$ cat config.mk
export PLATFORM = sky130hd
export DESIGN_NAME = rename_alloc
export DESIGN_NICKNAME = d
export VERILOG_FILES = /design/src/rtl/rename_pkg.sv /design/src/rtl/ckpt_queue.sv /design/src/rtl/rename_alloc.sv
export SDC_FILE = /design/constraint.sdc
export NUM_CORES = 1
export LEC_CHECK = 0
export BUFFER_PORTS_ARGS = -buffer_cell sky130_fd_sc_hd__buf_4
export CORE_MARGIN = 2
export CORE_UTILIZATION = 58
export CTS_CLUSTER_SIZE = 28
export DETAILED_ROUTE_END_ITERATION = 6
export PLACE_DENSITY_LB_ADDON = 0.1
export SYNTH_ARGS = -nofsm -noshare
export SYNTH_HDL_FRONTEND = slang
export SYNTH_SLANG_ARGS = --single-unit
$ cat constraint.sdc
create_clock -name clk_i -period 3.2 [get_ports clk_i]
set_clock_uncertainty 0.1 [all_clocks]
set_input_delay 0 -clock clk_i [delete_from_list [all_inputs] [get_ports clk_i]]
set_output_delay 0 -clock clk_i [all_outputs]
set_load 0.01 [all_outputs]
$ cat src/rtl/rename_pkg.sv
// Shared types and constants for the register-rename allocation stage.
package rename_pkg;

  localparam int unsigned PREG_W     = 7;
  localparam int unsigned ARCH_W     = 5;
  localparam int unsigned CKPT_DEPTH = 4;
  localparam int unsigned TAG_W      = $clog2(CKPT_DEPTH);

  typedef logic [TAG_W-1:0]  tag_t;
  typedef logic [PREG_W-1:0] preg_t;

  typedef enum logic [0:0] {
    ST_NORMAL  = 1'b0,
    ST_RECOVER = 1'b1
  } state_e;

  // One branch checkpoint: free-list read pointer to restore, plus lifecycle bits.
  typedef struct packed {
    preg_t ptr;
    logic  live;
    logic  resolved;
  } ckpt_entry_t;

  // Free-list pointer increment; physical register 0 is never handed out.
  function automatic preg_t preg_inc(input preg_t p);
    return (p == '1) ? preg_t'(1) : preg_t'(p + preg_t'(1));
  endfunction

endpackage

$ cat src/rtl/ckpt_queue.sv
// Circular queue of branch checkpoints with allocate, resolve and truncate.
module ckpt_queue
  import rename_pkg::*;
#(
  parameter  int unsigned DEPTH = 4,
  localparam int unsigned TW    = $clog2(DEPTH),
  localparam int unsigned CW    = TW + 1
) (
  input  logic          clk_i,
  input  logic          rst_ni,
  input  logic          alloc_i,
  input  preg_t         alloc_ptr_i,
  output logic [TW-1:0] tail_o,
  output logic          full_o,
  input  logic          resolve_i,
  input  logic [TW-1:0] resolve_tag_i,
  input  logic          trunc_i,
  input  logic [TW-1:0] trunc_tag_i,
  input  logic [TW-1:0] query_tag_i,
  output ckpt_entry_t   query_c_o
);

  ckpt_entry_t   entries_q [DEPTH];
  ckpt_entry_t   entries_d [DEPTH];
  logic [TW-1:0] head_q, head_d;
  logic [TW-1:0] tail_q, tail_d;
  logic [CW-1:0] count_q, count_d;
  logic          full_q, full_d;
  logic          retire_c;
  logic [TW-1:0] trunc_pos_c;

  assign tail_o    = tail_q;
  assign full_o    = full_q;
  assign query_c_o = entries_q[query_tag_i];

  // Next-state: truncation wins; otherwise resolve, retire the head, and append.
  always_comb begin
    entries_d   = entries_q;
    head_d      = head_q;
    tail_d      = tail_q;
    count_d     = count_q;
    retire_c    = 1'b0;
    trunc_pos_c = trunc_tag_i - head_q;
    if (trunc_i) begin
      // Entries positioned after the mispredicted branch (relative to head) are squashed.
      for (int unsigned i = 0; i < DEPTH; i++) begin
        if (TW'(TW'(i) - head_q) > trunc_pos_c) begin
          entries_d[i].live     = 1'b0;
          entries_d[i].resolved = 1'b0;
        end
      end
      entries_d[trunc_tag_i].resolved = 1'b1;
      tail_d  = trunc_tag_i + TW'(1);
      count_d = CW'(trunc_pos_c) + CW'(1);
    end else begin
      retire_c = (count_q != '0) && entries_q[head_q].live && entries_q[head_q].resolved;
      if (resolve_i) begin
        entries_d[resolve_tag_i].resolved = 1'b1;
      end
      if (retire_c) begin
        entries_d[head_q].live     = 1'b0;
        entries_d[head_q].resolved = 1'b0;
        head_d = head_q + TW'(1);
      end
      if (alloc_i) begin
        entries_d[tail_q].ptr      = alloc_ptr_i;
        entries_d[tail_q].live     = 1'b1;
        entries_d[tail_q].resolved = 1'b0;
        tail_d = tail_q + TW'(1);
      end
      count_d = count_q + CW'(alloc_i) - CW'(retire_c);
    end
    full_d = (count_d == CW'(DEPTH));
  end

  // Queue state registers.
  always_ff @(posedge clk_i or negedge rst_ni) begin
    if (!rst_ni) begin
      for (int unsigned i = 0; i < DEPTH; i++) begin
        entries_q[i] <= '0;
      end
      head_q  <= '0;
      tail_q  <= '0;
      count_q <= '0;
      full_q  <= 1'b0;
    end else begin
      entries_q <= entries_d;
      head_q    <= head_d;
      tail_q    <= tail_d;
      count_q   <= count_d;
      full_q    <= full_d;
    end
  end

endmodule

$ cat src/rtl/rename_alloc.sv
// Rename allocation stage: pops physical destinations from the free list,
// checkpoints the free-list pointer at branches, and rolls back on mispredict.
module rename_alloc
  import rename_pkg::*;
#(
  parameter  int unsigned CKPT_DEPTH   = rename_pkg::CKPT_DEPTH,
  parameter  int unsigned FL_RESET_PTR = 32,
  localparam int unsigned BR_TAG_W     = $clog2(CKPT_DEPTH)
) (
  input  logic                clk_i,
  input  logic                rst_ni,
  input  logic                in_valid_i,
  output logic                in_ready_o,
  input  logic [ARCH_W-1:0]   in_rd_i,
  input  logic                in_has_rd_i,
  input  logic                in_is_branch_i,
  output logic                out_valid_o,
  input  logic                out_ready_i,
  output logic [PREG_W-1:0]   out_pd_o,
  output logic [BR_TAG_W-1:0] out_br_tag_o,
  output logic                fl_read_en_o,
  input  logic [PREG_W-1:0]   fl_pd_new_i,
  input  logic                fl_empty_i,
  output logic                fl_mispredict_o,
  output logic [PREG_W-1:0]   fl_re_ptr_o,
  input  logic                br_resolve_valid_i,
  input  logic                br_mispredict_i,
  input  logic [BR_TAG_W-1:0] br_tag_i
);

  state_e                state_q, state_d;
  preg_t                 sptr_q, sptr_d;
  logic                  out_valid_q, out_valid_d;
  preg_t                 out_pd_q, out_pd_d;
  logic [BR_TAG_W-1:0]   out_br_tag_q, out_br_tag_d;

  logic                  needs_alloc_c;
  logic                  accept_c;
  logic                  branch_alloc_c;
  logic                  tag_ok_c;
  logic                  misp_c;
  logic                  resolve_c;
  preg_t                 sptr_inc_c;
  preg_t                 ckpt_ptr_c;
  logic [BR_TAG_W-1:0]   ckpt_tail;
  logic                  ckpt_full;
  ckpt_entry_t           ckpt_query_c;

  // Only live, still-unresolved checkpoints react to a resolution.
  assign needs_alloc_c = in_has_rd_i && (in_rd_i != '0);
  assign tag_ok_c      = ckpt_query_c.live && !ckpt_query_c.resolved;
  assign misp_c        = rst_ni && br_resolve_valid_i && br_mispredict_i && tag_ok_c;
  assign resolve_c     = rst_ni && br_resolve_valid_i && !br_mispredict_i && tag_ok_c;

  assign in_ready_o = rst_ni
                   && (!out_valid_q || out_ready_i)
                   && (state_q == ST_NORMAL)
                   && !(needs_alloc_c && fl_empty_i)
                   && !(in_is_branch_i && ckpt_full)
                   && !(br_resolve_valid_i && br_mispredict_i);

  assign accept_c       = in_valid_i && in_ready_o;
  assign fl_read_en_o   = accept_c && needs_alloc_c;
  assign branch_alloc_c = accept_c && in_is_branch_i;
  assign sptr_inc_c     = preg_inc(sptr_q);
  assign ckpt_ptr_c     = fl_read_en_o ? sptr_inc_c : sptr_q;

  assign fl_mispredict_o = misp_c;
  assign fl_re_ptr_o     = misp_c ? ckpt_query_c.ptr : '0;

  assign out_valid_o  = out_valid_q;
  assign out_pd_o     = out_pd_q;
  assign out_br_tag_o = out_br_tag_q;

  ckpt_queue #(
    .DEPTH (CKPT_DEPTH)
  ) u_ckpt_queue (
    .clk_i         (clk_i),
    .rst_ni        (rst_ni),
    .alloc_i       (branch_alloc_c),
    .alloc_ptr_i   (ckpt_ptr_c),
    .tail_o        (ckpt_tail),
    .full_o        (ckpt_full),
    .resolve_i     (resolve_c),
    .resolve_tag_i (br_tag_i),
    .trunc_i       (misp_c),
    .trunc_tag_i   (br_tag_i),
    .query_tag_i   (br_tag_i),
    .query_c_o     (ckpt_query_c)
  );

  // Recovery FSM: one dead cycle after any rollback.
  always_comb begin
    state_d = state_q;
    case (state_q)
      ST_NORMAL:  if (misp_c) state_d = ST_RECOVER;
      ST_RECOVER: state_d = ST_NORMAL;
      default:    state_d = ST_NORMAL;
    endcase
  end

  // Shadow pointer and output register next-state; rollback overrides everything.
  always_comb begin
    sptr_d       = sptr_q;
    out_valid_d  = out_valid_q;
    out_pd_d     = out_pd_q;
    out_br_tag_d = out_br_tag_q;
    if (misp_c) begin
      sptr_d       = ckpt_query_c.ptr;
      out_valid_d  = 1'b0;
      out_pd_d     = '0;
      out_br_tag_d = '0;
    end else begin
      if (fl_read_en_o) begin
        sptr_d = sptr_inc_c;
      end
      if (accept_c) begin
        out_valid_d  = 1'b1;
        out_pd_d     = needs_alloc_c ? fl_pd_new_i : '0;
        out_br_tag_d = in_is_branch_i ? ckpt_tail : '0;
      end else if (out_ready_i) begin
        out_valid_d  = 1'b0;
        out_pd_d     = '0;
        out_br_tag_d = '0;
      end
    end
  end

  // State, shadow pointer and output registers.
  always_ff @(posedge clk_i or negedge rst_ni) begin
    if (!rst_ni) begin
      state_q      <= ST_NORMAL;
      sptr_q       <= PREG_W'(FL_RESET_PTR);
      out_valid_q  <= 1'b0;
      out_pd_q     <= '0;
      out_br_tag_q <= '0;
    end else begin
      state_q      <= state_d;
      sptr_q       <= sptr_d;
      out_valid_q  <= out_valid_d;
      out_pd_q     <= out_pd_d;
      out_br_tag_q <= out_br_tag_d;
    end
  end

endmodule

== After elaboration in Yosys (flattened, before gate mapping) ==
Cells that the tools add are included.
Widths: inputs -> output; s select.

* Bits in registers: 62
* Input bits: 23

* Add/subtract/negate cells: 12
* $lt $le $gt $ge: 10
* Eq/ne operators: 2
* Mux-type cells: 59
* Bitwise logic cells: 5
* Reductions and logical operators: 35

{| class="wikitable"
|+ Operator list
! kind !! number
|-
| $bwmux 36 || 7
|-
| $mux 36 || 6
|-
| $demux 9 s2 || 6
|-
| $mux 7 || 8
|-
| $bmux 9 s2 || 2
|-
| $mux 2 || 18
|-
| $mux 9 || 3
|-
| $logic_and 1x1->1 || 23
|-
| $ge 3x3->1 const B || 3
|-
| $lt 3x1->1 const B || 3
|-
| $not 2->3 || 3
|-
| $gt 2x2->1 || 4
|-
| $add 7x1->7 const B || 1
|-
| $eq 7x7->1 const B || 1
|-
| $mux 1 || 7
|-
| $add 2x1->2 const B || 3
|-
| $logic_not 1->1 || 6
|-
| $reduce_bool 3->1 || 2
|-
| $reduce_bool 5->1 || 1
|-
| $sub 1x2->2 const A || 2
|-
| $sub 2x2->2 const A || 2
|-
| $add 2x1->3 const B || 1
|-
| $add 3x1->3 || 1
|-
| $eq 3x3->1 const B || 1
|-
| other kinds (8) || 9
|}

== Depth between registers and ports, before layout ==
Gate-level depths: netlist of the first run.

* Depth in word-level cells: 18
* Depth in mapped cells: 11
* Depth with buffers taken out: 10

== Modules after synthesis ==
A second synthesis of the first run with hierarchy kept.

* Cell total of the unflattened synthesis: 331
* Area total of the unflattened synthesis: 3696.0 sq um

{| class="wikitable"
|+ By module, submodules not included
! module !! instances !! cells an instance !! area an instance (sq um) !! seq. area each (sq um)
|-
| ckpt_queue || 1 || 210 || 2523.7 || 1101.1
|-
| rename_alloc || 1 || 121 || 1172.4 || 451.7
|}

== Worst setup path before layout of the first run ==
No wires, ideal clock.

* Kind: flip-flop to flip-flop
* Start: reg u_ckpt_queue.head_q[0]
* End: reg u_ckpt_queue.full_q, in the netlist u_ckpt_queue.full_o
* Setup time: 110 ps
* Data arrival time: 2274 ps
* Required time: 2990 ps
* Path slack: 716 ps
* Stages on the path, launching flop included: 12
* Period minus slack after synthesis: 2484 ps
* Cell sequence: dfrtp_1 inv_1 o211ai_1 o311a_1 clkbuf_1 ha_1 inv_1 ha_1 fa_1 xnor2_1 xnor2_1 o41ai_1

* Longest elaborated chain between the ends: 9

{| class="wikitable"
|+ RTL lines
! what !! line !! RTL
|-
| start: declaration || ckpt_queue.sv:25 || <nowiki>logic [TW-1:0] head_q, head_d;</nowiki>
|-
| start signal: assignment || ckpt_queue.sv:82 || <nowiki>head_q <= '0;</nowiki>
|-
| start signal: assignment || ckpt_queue.sv:88 || <nowiki>head_q <= head_d;</nowiki>
|-
| $not 2->3 (not written as such) || ckpt_queue.sv:56 || <nowiki>retire_c = (count_q != '0) && entries_q[head_q].live && entries_q[head_q].resolved;</nowiki>
|-
| $bmux 9 s2 || ckpt_queue.sv:56 ||
|-
| $mux 2 (not written as such) (2 in a row) || ckpt_queue.sv:56 ||
|-
| $logic_and 1x1->1 (2 in a row) || ckpt_queue.sv:56 ||
|-
| $sub 3x1->3 || ckpt_queue.sv:71 || <nowiki>count_d = count_q + CW'(alloc_i) - CW'(retire_c);</nowiki>
|-
| $mux 3 * || ckpt_queue.sv:44 || <nowiki>if (trunc_i) begin</nowiki>
|-
| $eq 3x3->1 * || ckpt_queue.sv:73 || <nowiki>full_d = (count_d == CW'(DEPTH));</nowiki>
|-
| via u_ckpt_queue.full_d || ckpt_queue.sv:28 || <nowiki>logic full_q, full_d;</nowiki>
|-
| end signal: assignment || ckpt_queue.sv:91 || <nowiki>full_q <= full_d;</nowiki>
|-
| end: declaration || ckpt_queue.sv:28 ||
|}

Mark *: on every way through the listed nets, which the timed path passes. The rest lies on a longest branch. The select of a mux whose other input is x is not followed.
A chain may end at the register's enable or synchronous reset.

== Final worst setup path of the first run ==
* Start: reg u_ckpt_queue.entries_q[1] in the netlist's numbering
* End: reg out_pd_q[3], in the netlist out_pd_o[3]

* Longest elaborated chain between the ends: 6

{| class="wikitable"
|+ RTL lines
! what !! line !! RTL
|-
| start: declaration || ckpt_queue.sv:23 || <nowiki>ckpt_entry_t entries_q [DEPTH];</nowiki>
|-
| start signal: assignment || ckpt_queue.sv:87 || <nowiki>entries_q <= entries_d;</nowiki>
|-
| $bmux 9 s2 * || ckpt_queue.sv:34 || <nowiki>assign query_c_o = entries_q[query_tag_i];</nowiki>
|-
| $mux 9 (not written as such) * (2 in a row) || ckpt_queue.sv:34 ||
|-
| $logic_and 1x1->1 * || rename_alloc.sv:51 || <nowiki>assign tag_ok_c = ckpt_query_c.live && !ckpt_query_c.resolved;</nowiki>
|-
| $logic_and 1x1->1 * || rename_alloc.sv:52 || <nowiki>assign misp_c = rst_ni && br_resolve_valid_i && br_mispredict_i && tag_ok_c;</nowiki>
|-
| $reduce_bool 3->1 (no source line) / $mux 7 (equally long branches) || n/a ||
|-
| end signal: assignment || rename_alloc.sv:141 || <nowiki>out_pd_q <= out_pd_d;</nowiki>
|-
| end: declaration || rename_alloc.sv:34 || <nowiki>preg_t out_pd_q, out_pd_d;</nowiki>
|}

Every way passes the cells marked *; elsewhere a longest branch is shown, timed or not. The select of a mux whose other input is x is not followed.

==> flow_summary.yaml, run 1 <==
clock_tree:
  cts_buffers: 9
  cts_buffer_depth: 2
  cts_root_buf: "clkbuf_8"
  cts_resized: 0
  cts.clk_slew.worst_paths_ns: 0.07
  htree_levels: 3
  clkSinkCount: 62
  clk-insertion-delay-late_ns: 0.35
  cts_tree: "yes"
cells_and_area:
  areaGrowthSynthToFinish_pct: 22.1
  multi_input_area_um2: 1760
  drive_above_1_share_pct: 26.3
  nFillCells: 425
  seq_area_um2: 1550
  fin_cells: 467
  antenna-diode-count: 0
  final_nets: 426
grt:
  grt_pass1_wl_um: 13200
  grt_max_degree: 64
  grtUsageTotal_pct: 27.6
  overflow: 0
  antenna_found_initial: 0
  grt_pass1_vias: 2648
sta:
  fmax_ghz: 0.359
  rsz0062_at_grt: "no"
  fin_crit_ns: 2.78
  max_slew.worst_pin.slew_ns: 0.793
  period_share_pct: 87.0
  setup_ws_ns: 0.416
  drv_slew: 0
  max_slew_margin_pct: 47.1
  hold_violations: 0
  setup_viol: 0
  setup_tns_ns: 0
worst_setup_path:
  critical-path-top-delay-family: "simple AND/OR/NAND/NOR gates"
  critPathMaxStageDelay_ns: 0.60
  critPathSlowestCell: "mux4_2"
  path_buf_inv: 2
  cp_num_cells: 7
  cp-start-kind: "flop"
  required_ns: 3.38
  critPathKind: "reg -> reg"
  crit_fanout: 15
  reg2regPathDepth: 7
  worstPathArrival_ns: 2.96
  path_cells: "nor2b_1 -> mux4_2 -> nand2_2 -> inv_2 -> nor3b_4 -> a22o_1 -> dlygate4sd3_1"
  end_kind: "flop"
hold_path:
  min_path_type: "in -> reg"
  hold_depth: 3
synthesis:
  syn-num-nets: 360
  synth_ff_type: "dfrtp_1"
  syn_inst: 321
  synthesis.area_um2: 3440
  synth_enable_flop_cells: 0
  ys_warn_count: 0
  synthArstFlopShare_pct: 100
  seq_area_frac_synth_pct: 45.2
  synth_cell_types: 59
  avgSynthCellArea_um2: 10.7
  synth-seq-cells: 62
drt:
  ant_nets: 0
  wl_um: 8350
  viasPerCell: 5.80
  drt_iter0_drc: 165
  drt_first_pass_iters: 4
  vias: 2710
  drt-wirelength-per-cell_um: 17.9
  drc: 0
floorplanning:
  core_um2: 5820
  die_w_um: 81.0
  start_util_pct: 59.1
  die-area_um2: 6560
  rows: 28
  io_pins: 43
  dieHeight_um: 81.0
power:
  peakVddDrop_mv: 0.522
  power_density_nw_per_um2: 746
  leakagePower_uw: 0.00199
flow_run:
  cap_violations: 0
placement:
  dp_hpwl_um: 5590
  gp_congestion: 0.840
  placed_cells: 432
  port_buffers: 42
  pre_cts_slack_ns: 0.576
outcome:
  status: "finished, final reports clean"
-- worst register-to-register path, stage by stage (launching register included) --
cell and delay (ns):
dfrtp_1 0.42, nor2b_1 0.16, mux4_2 0.60, nand2_2 0.14, inv_2 0.14, nor3b_4 0.40, a22o_1 0.20, dlygate4sd3_1 0.55
-- synth_stat cells (3+ instances only) --
| cell type | n | area [µm²] |
|---|---|---|
| nand3_1 | 9 | 45.0 |
| o21bai_1 | 3 | 22.5 |
| o21ai_0 | 5 | 25.0 |
| o211ai_1 | 3 | 22.5 |
| nor2_1 | 32 | 120 |
| mux4_2 | 8 | 180 |
| a31oi_1 | 6 | 37.5 |
| inv_1 | 16 | 60.1 |
| mux2_2 | 9 | 101 |
| and3_1 | 11 | 68.8 |
| clkbuf_1 | 6 | 22.5 |
| dfrtp_1 | 61 | 1530 |
| fa_1 | 3 | 60.1 |
| ha_1 | 13 | 163 |
| nand2_1 | 21 | 78.8 |
| buf_2 | 4 | 20.0 |
| a211o_1 | 3 | 26.3 |
| a21oi_1 | 26 | 130 |
| nor3_1 | 4 | 20.0 |
| mux2i_1 | 5 | 50.1 |
| a22o_1 | 8 | 70.1 |
| a31o_2 | 4 | 35.0 |
| a41oi_1 | 3 | 26.3 |
| nor2b_1 | 8 | 50.1 |
| xnor2_1 | 8 | 70.1 |
-- kinds of logic (layout without fill, tap and decap cells) --
group,after synthesis,in the layout,synth area share (%)
xor gates and xnor gates,9,9,2.29
DFF,62,62,45.2
AOI/OAI and AO/OA,74,74,15.0
buffers and inverters,31,102,3.64
muxes,23,23,10.1
and+or+nand+nor,106,106,17.3
adders and majority gates,16,16,6.48
-- cells in the final DEF, fill, tap and decap left out, types with 4 or more instances in the layout --
cell type      instances
dfrtp_1               61
a21oi_1               26
a31oi_1                6
and3_1                11
a31o_2                 4
nand2_1               21
xnor2_1                8
mux2i_1                5
mux2_2                 9
clkbuf_8               9
nor2b_1                8
inv_1                 16
mux4_2                 8
buf_4                 49
dlygate4sd3_1         19
a22o_1                 8
nor2_1                32
nor3_1                 4
ha_1                  13
o21ai_0                5
nand3_1                9
-- state kept, by name, indices dropped and copies added, names as in the netlist --
| name | flops |
|---|---|
| state_q | 1 |
| u_ckpt_queue.entries_q | 36 |
| sptr_q | 7 |
| u_ckpt_queue.count_q | 3 |
| u_ckpt_queue.tail_o | 2 |
| out_br_tag_o | 2 |
| out_pd_o | 7 |
| u_ckpt_queue.head_q | 2 |
| u_ckpt_queue.full_o | 1 |
| out_valid_o | 1 |
-- layout make-up --
cell class	instances	area share (%)
clock buffers	10	3.04
inverters	18	1.61
flip-flops and latches	62	37.0
multi-input cells	228	41.9
repair buffers	68	13.3
well taps	75	2.24
clock inverters	6	0.924
-- path summary, 6_finish.rpt --
kind / from / endpoint / slack [ns]
setup / recovery: u_ckpt_queue.entries_q[1] / out_pd_o[3] / 0.42
hold / removal: br_tag_i[1] / u_ckpt_queue.tail_o[1] / 0.03
setup reg to reg: u_ckpt_queue.entries_q[1] / out_pd_o[3] / 0.42
hold reg to reg: state_q / state_q / 0.33
max in group asynchronous: rst_ni / out_valid_o / 2.18
min in group asynchronous: rst_ni / out_pd_o[3] / 0.30
-- layer usage --
metal	vias up	GRT usage, %	wire (µm)
met5	-	0	0
met4	0	8.81	134
met3	13	6.78	504
met2	95	44.6	4070
met1	1307	37.1	3650
li1	1295	-	-
-- per-stage QoR --
| stage | total power [µW] | hold WS [ns] | util [%] | instance area [µm²] |
|---|---|---|---|---|
| finish | 3130 | 0.0347 | 72.2 | 4200 |
| CTS | 3140 | 0.0210 | 72.2 | 4200 |
| floorplan | 2170 | -0.396 | - | 3440 |
| global route | 3370 | 0.0359 | 72.2 | 4200 |
| global placement | 2450 | 0.136 | 66.0 | 3840 |
| detailed placement | 2520 | 0.130 | 66.0 | 3840 |
-- report_power, final --
group / total [µW] / internal, µW / switching, µW
Sequential: 1270 / 1050 / 224
Combinational: 1270 / 601 / 670
Clock: 590 / 278 / 313
Total: 3130 / 1920 / 1210
-- repair_timing --
item,in CTS,in global routing
setup buffers,0,0
hold buffers,19,0
endpoints found under the hold margin,72,0
(Power assumes the default switching activity.)
==> run 2: changes to the inputs <==
--- a/config.mk
+++ b/config.mk
@@ -5,12 +5,15 @@
 export SDC_FILE = /design/constraint.sdc
 export NUM_CORES = 1
 export LEC_CHECK = 0
+export ABC_AREA = 1
 export BUFFER_PORTS_ARGS = -buffer_cell sky130_fd_sc_hd__buf_4
 export CORE_MARGIN = 2
-export CORE_UTILIZATION = 58
+export CORE_UTILIZATION = 59
+export CTS_BUF_LIST = sky130_fd_sc_hd__clkbuf_16
 export CTS_CLUSTER_SIZE = 28
 export DETAILED_ROUTE_END_ITERATION = 6
 export PLACE_DENSITY_LB_ADDON = 0.1
 export SYNTH_ARGS = -nofsm -noshare
 export SYNTH_HDL_FRONTEND = slang
 export SYNTH_SLANG_ARGS = --single-unit
+export TNS_END_PERCENT = 20
==> run 2 against run 1 <==
Synthesized cell count rose by 44%; sequential share of layout area decreased by 3.2 points; utilization grew 1.4 points; cell area up 9.4%; via count is 19% higher; register-to-register slack better by 0.21 ns; clock-buffer cell count shrank 1; critical path depth rose by 6; routed wire length increased by 12%; non-clock buffer count is 4 lower; sequential power barely moved; total power rose by 13%.
==> flow_summary.yaml, run 2 <==
drt:
  drt-wirelength-per-cell_um: 15.3
  ant_nets: 0
  vias: 3221
  viasPerCell: 5.28
  drt_iter0_drc: 192
  drc: 0
  wl_um: 9320
  drt_first_pass_iters: 4
power:
  power_density_nw_per_um2: 768
  power_frac_clock_pct: 27.1
  combPwrFrac_pct: 37.7
  sw_frac_of_total_pct: 39.1
  leakagePower_uw: 0.00251
  p_switching_uw: 1380
  p_int_uw: 2150
  peakVddDrop_mv: 0.575
  p_seq_share_pct: 35.2
synthesis:
  syn-num-nets: 500
  syn_inst: 461
  synth_cell_types: 38
  seq_area_frac_synth_pct: 41.3
  synth_commonest_cells: "nand2_1, dfrtp_1, inv_1, nand3_1, nor2_1"
  synthArstFlopShare_pct: 100
  ys_top_cells_by_area: "dfrtp_1, nand2_1, inv_1"
  ys_warn_count: 0
  synthesis.area_um2: 3760
  yosysMostFrequentCell: "nand2_1"
  yosysTopAreaCell: "dfrtp_1"
  synth_ff_type: "dfrtp_1"
  synth-seq-cells: 62
  synth_top_cell_area_share_pct: 40.6
  avgSynthCellArea_um2: 8.16
  synth_enable_flop_cells: 0
worst_setup_path:
  reg2reg_to: "u_ckpt_queue.count_q[2]"
  end_kind: "flop"
  crit_fanout: 7
  worstPathArrival_ns: 2.68
  critPathKind: "reg -> reg"
  r2r-start: "u_ckpt_queue.head_q[0]"
  reg2regPathDepth: 13
  r2r_slack_ns: 0.62
  required_ns: 3.31
  cp-start-kind: "flop"
placement:
  dp_hpwl_um: 6150
  pre_cts_slack_ns: 0.645
  gp_congestion: 0.856
  placed_cells: 573
  port_buffers: 42
sta:
  hold_violations: 0
  fin_crit_ns: 2.58
  whs_ns: 0.0296
  setup_ws_ns: 0.624
  setup_tns_ns: 0
  setup_viol: 0
  drv_slew: 0
  fmax_ghz: 0.388
  max_slew.worst_pin.slew_ns: 0.852
  rsz0062_at_grt: "no"
  max_slew_margin_pct: 43.0
  period_share_pct: 80.5
floorplanning:
  die-area_um2: 7030
  io_pins: 43
  rows: 29
  die_w_um: 83.8
  core_um2: 6240
  start_util_pct: 60.2
  dieHeight_um: 83.8
grt:
  overflow: 0
  grt_pass1_wl_um: 15800
  grt_pass1_vias: 3287
  grt_max_degree: 53
  grtUsageTotal_pct: 28.7
  antenna_found_initial: 0
cells_and_area:
  drive_above_1_share_pct: 19.3
  largest_register_ffs: 36
  antenna-diode-count: 0
  areaGrowthSynthToFinish_pct: 22.2
  final_nets: 567
  layout_common_cells: "nand2_1, dfrtp_1, inv_1"
  mostFrequentLayoutCell: "nand2_1"
  fin_cells: 610
  top_register: "u_ckpt_queue.entries_q"
outcome:
  status: "finished, final reports clean"
clock_tree:
  clk-insertion-delay-late_ns: 0.33
  clkSinkCount: 62
  cts.clk_slew.worst_paths_ns: 0.05
  cts_resized: 0
  cts_tree: "yes"
  htree_levels: 3
  cts_root_buf: "clkbuf_16"
  cts_buffers: 9
  cts_buffer_depth: 2
flow_run:
  cap_violations: 0
hold_path:
  hold_depth: 4
  hold_start: "in_valid_i"
  min_path_type: "in -> reg"
  hold_end: "u_ckpt_queue.tail_o[1]"
==> run 2: cell types whose count changed after synthesis, sizes merged, moves of 6 or more <==
cell    previous run  this run
o21ai              6        31
clkbuf             6         0
nand3              9        37
nand2             22       182
nor2              32        24
and3              11         0
mux2              10         0
a21oi             26        10
a22o               8         0
nor2b              8         0
mux4               8         0
nor3               7         1
inv               18        61
==> run 2: area by class of cell <==
type | instances | area [µm²]
Clock buffer | 9 | 225
Clock inverter | 7 | 66.3
Fill cell | 476 | 1650
Inverter | 63 | 248
Multi-Input combinational cell | 328 | 1870
Sequential cell | 62 | 1550
Tap cell | 77 | 96.3
Timing Repair Buffer | 64 | 533
==> run 2: critical path, cell delays in order, from the launching register on <==
cell and delay (ns):
dfrtp_1 0.48, inv_1 0.18, nand3_1 0.10, nand3_1 0.08
nand3_1 0.09, inv_1 0.10, ha_1 0.29, inv_1 0.04
ha_1 0.18, fa_1 0.38, xnor2_1 0.16, nand2_1 0.06
o21ai_1 0.15, inv_1 0.07
==> run 2: kinds of logic (layout without fill, tap and decap cells) <==
| logic type | count (synthesis) | in the layout | synth area share, % |
|---|---|---|---|
| AOI/OAI and AO/OA | 55 | 55 | 9.55 |
| xor gates and xnor gates | 7 | 7 | 1.63 |
| adders and majority gates | 16 | 16 | 5.92 |
| buffers and inverters | 71 | 143 | 8.89 |
| DFF | 62 | 62 | 41.3 |
| and+or+nand+nor | 250 | 250 | 32.7 |
==> run 2: metal layers <==
| metal | up-vias | GRT usage (%) | share of wire [%] |
|---|---|---|---|
| met3 | 13 | 5.64 | 5.4 |
| met1 | 1516 | 38.6 | 45 |
| li1 | 1592 | - | - |
| met4 | 0 | 8.36 | 1.3 |
| met2 | 100 | 47.6 | 48 |
| met5 | - | 0 | 0 |
==> run 2: what timing repair did <==
action                                 CTS  global route
setup buffers                            0             0
endpoints found under the hold margin   72             0
hold buffers                            21             0
==> run 2: how the worst max path moves through the flow <==
stage / from / to / slack (ns) / cells after the start
floorplan: u_ckpt_queue.head_q[0] / u_ckpt_queue.count_q[2] / 0.92 / 13
global placement: u_ckpt_queue.head_q[0] / u_ckpt_queue.count_q[2] / 0.77 / 13
detailed placement: u_ckpt_queue.head_q[0] / u_ckpt_queue.count_q[2] / 0.64 / 13
CTS: u_ckpt_queue.head_q[0] / u_ckpt_queue.count_q[2] / 0.64 / 13
global route: u_ckpt_queue.head_q[0] / u_ckpt_queue.count_q[2] / 0.34 / 13
finish: u_ckpt_queue.head_q[0] / u_ckpt_queue.count_q[2] / 0.62 / 13
==> run 2: power groups by stage <==
| stage | sequential, µW | clock (µW) | combinational [µW] |
|---|---|---|---|
| after global placement | 1230 | 0 | 1250 |
| after CTS | 1230 | 964 | 1330 |
| after detailed placement | 1240 | 0 | 1300 |
| after global routing | 1270 | 1000 | 1540 |
| final | 1240 | 957 | 1330 |
| after floorplan | 1190 | 0 | 1030 |
==> run 2: stage by stage <==
| stage | utilization [%] | total power (µW) | instance area [µm²] |
|---|---|---|---|
| 6_report | 73.6 | 3530 | 4590 |
| 5_1_grt | 73.6 | 3810 | 4590 |
| 4_1_cts | 73.6 | 3530 | 4590 |
| 3_5_place_dp | 65.6 | 2540 | 4090 |
| 3_3_place_gp | 65.6 | 2470 | 4090 |
| 2_1_floorplan | - | 2220 | 3760 |
==> run 3: changes to the inputs <==
==> constraint.sdc (replaced) <==
create_clock -name clk_i -period 2.5 [get_ports clk_i]
set_clock_uncertainty 0.1 [all_clocks]
set_input_delay 0 -clock clk_i [delete_from_list [all_inputs] [get_ports clk_i]]
set_output_delay 0 -clock clk_i [all_outputs]
set_load 0.01 [all_outputs]
==> run 3 against run 2 <==
First-iteration DRC count up 7.8%; hold slack got worse by 0.026 ns; cell count rose by 0.33%; setup slack lost 0.46 ns; global-route usage is 0.20 points lower; sequential share of layout area is 0.58 points lower; non-clock buffer count rose by 2; utilization up 1.4 points; routed wire length is 0.73% lower; total power increased by 37%; critical path type unchanged; highest routed layer unchanged.
==> flow_summary.yaml, run 3 (synthesized netlist as in run 2, its figures left out) <==
grt:
  grtUsageTotal_pct: 28.5
  grt_pass1_vias: 3348
  antenna_found_initial: 0
  grt_pass1_wl_um: 15800
  grt_max_degree: 63
  overflow: 0
worst_setup_path:
  critical-path-top-delay-family: "adder cells"
  path_cells: "inv_1 -> nand3_1 -> nand3_1 -> nand3_1 -> inv_1 -> ha_1 -> inv_1 -> ha_1 -> fa_1 -> xnor2_1 -> nand2_1 -> o21ai_2 -> inv_1"
  cp_common_cell: "inv_1"
  path_buf_inv: 4
  critPathMaxStageDelay_ns: 0.43
  end_kind: "flop"
  critPathSlowestCell: "dfrtp_2"
  cp-start-kind: "flop"
  crit_fanout: 7
  worstPathArrival_ns: 2.45
  critPathKind: "reg -> reg"
  required_ns: 2.61
sta:
  max_slew.worst_pin.slew_ns: 0.831
  setup_tns_ns: 0
  max_slew_margin_pct: 44.4
  setup_ws_ns: 0.164
  setup_viol: 0
  hold_violations: 0
  fin_crit_ns: 2.34
  period_share_pct: 93.5
  fmax_ghz: 0.428
  rsz0062_at_grt: "no"
  drv_slew: 0
power:
  peakVddDrop_mv: 0.977
  combPwrFrac_pct: 36.9
  sw_frac_of_total_pct: 37.5
  p_int_uw: 3040
  p_switching_uw: 1820
  power_density_nw_per_um2: 1040
  leakagePower_uw: 0.00256
  p_seq_share_pct: 32.5
  power_frac_clock_pct: 30.6
  power_uw: 4850
cells_and_area:
  final_util_pct: 75.0
  areaGrowthSynthToFinish_pct: 24.5
  nFillCells: 476
  drive_above_1_share_pct: 21.7
  seq_area_um2: 1560
  multi_input_area_um2: 1890
  antenna-diode-count: 0
  largest_register_ffs: 36
  top_register: "u_ckpt_queue.entries_q"
  mostFrequentLayoutCell: "nand2_1"
  final_nets: 569
  fin_cells: 612
  layout_common_cells: "nand2_1, dfrtp_1, inv_1"
floorplanning:
  die-area_um2: 7030
  core_um2: 6240
  start_util_pct: 60.2
  io_pins: 43
  die_w_um: 83.8
  dieHeight_um: 83.8
  rows: 29
clock_tree:
  htree_levels: 3
  cts_buffers: 9
  cts.clk_slew.worst_paths_ns: 0.06
  cts_tree: "yes"
  clkSinkCount: 62
  cts_root_buf: "clkbuf_16"
  clk-insertion-delay-late_ns: 0.33
  cts_buffer_depth: 2
drt:
  wl_met3_um: 617
  route.met2.wl_um: 4490
  met1_length_um: 3960
  ant_nets: 0
  vias: 3306
  drt_iter0_drc: 207
  drt_first_pass_iters: 5
  drc: 0
  viasPerCell: 5.40
  wl_um: 9250
  top_layer: "met4"
  drt-wirelength-per-cell_um: 15.1
placement:
  dp_hpwl_um: 6060
  port_buffers: 42
  placed_cells: 575
  gp_congestion: 0.865
  pre_cts_slack_ns: 0.0670
flow_run:
  cap_violations: 0
hold_path:
  min_path_type: "in -> reg"
outcome:
  status: "finished, final reports clean"
## run 3: power groups by stage
stage               clock network (µW)  registers (µW)  logic [µW]
floorplan                            0            1520        1320
global route                      1540            1620        2050
finish                            1480            1580        1790
detailed placement                   0            1580        1670
global placement                     0            1570        1610
CTS                               1490            1560        1720
## run 3: cell type report
class | instances | share of cell area, %
Sequential cell | 62 | 33.2
Inverter | 63 | 5.29
Multi-Input combinational cell | 328 | 40.3
Timing Repair Buffer | 66 | 11.7
Clock buffer | 9 | 4.81
Tap cell | 77 | 2.06
Clock inverter | 7 | 2.67
## run 3: worst paths after layout
path	start	end	slack [ns]	depth (start not counted)
min	br_mispredict_i	u_ckpt_queue.entries_q[18]	0.004	6
max in group asynchronous	rst_ni	u_ckpt_queue.head_q[1]	1.38	3
min in group asynchronous	rst_ni	state_q	0.35	3
max reg2reg	u_ckpt_queue.head_q[0]	u_ckpt_queue.count_q[2]	0.16	13
min reg2reg	state_q	state_q	0.33	1
max	u_ckpt_queue.head_q[0]	u_ckpt_queue.count_q[2]	0.16	13
## run 3: worst min-delay path, stage by stage
cell,delay [ns]
buf_4,0.08
inv_1,0.05
nand3_1,0.10
a21oi_1,0.06
nand2_1,0.05
nand2_1,0.05
## run 3: what timing repair did
item | in CTS | in global routing
hold buffers | 19 | 0
buffers inserted | 0 | 2
resized for setup | 0 | 7
endpoints found under the setup margin | 0 | 7
endpoints found under the hold margin | 71 | 0
## run 3: layer usage
metal  global-route usage [%]  vias to the layer above
met2                     46.3                      106
met1                     37.6                     1584
met5                        0                        -
li1                         -                     1599
met4                     12.3                        0
met3                     5.24                       17
## run 3: stage by stage
step	hold WS, ns	instance area, µm²
3_5_place_dp	0.158	4110
2_1_floorplan	-0.396	3760
3_3_place_gp	0.146	4110
4_1_cts	0.00861	4650
6_report	0.00391	4680
5_1_grt	0.0283	4680
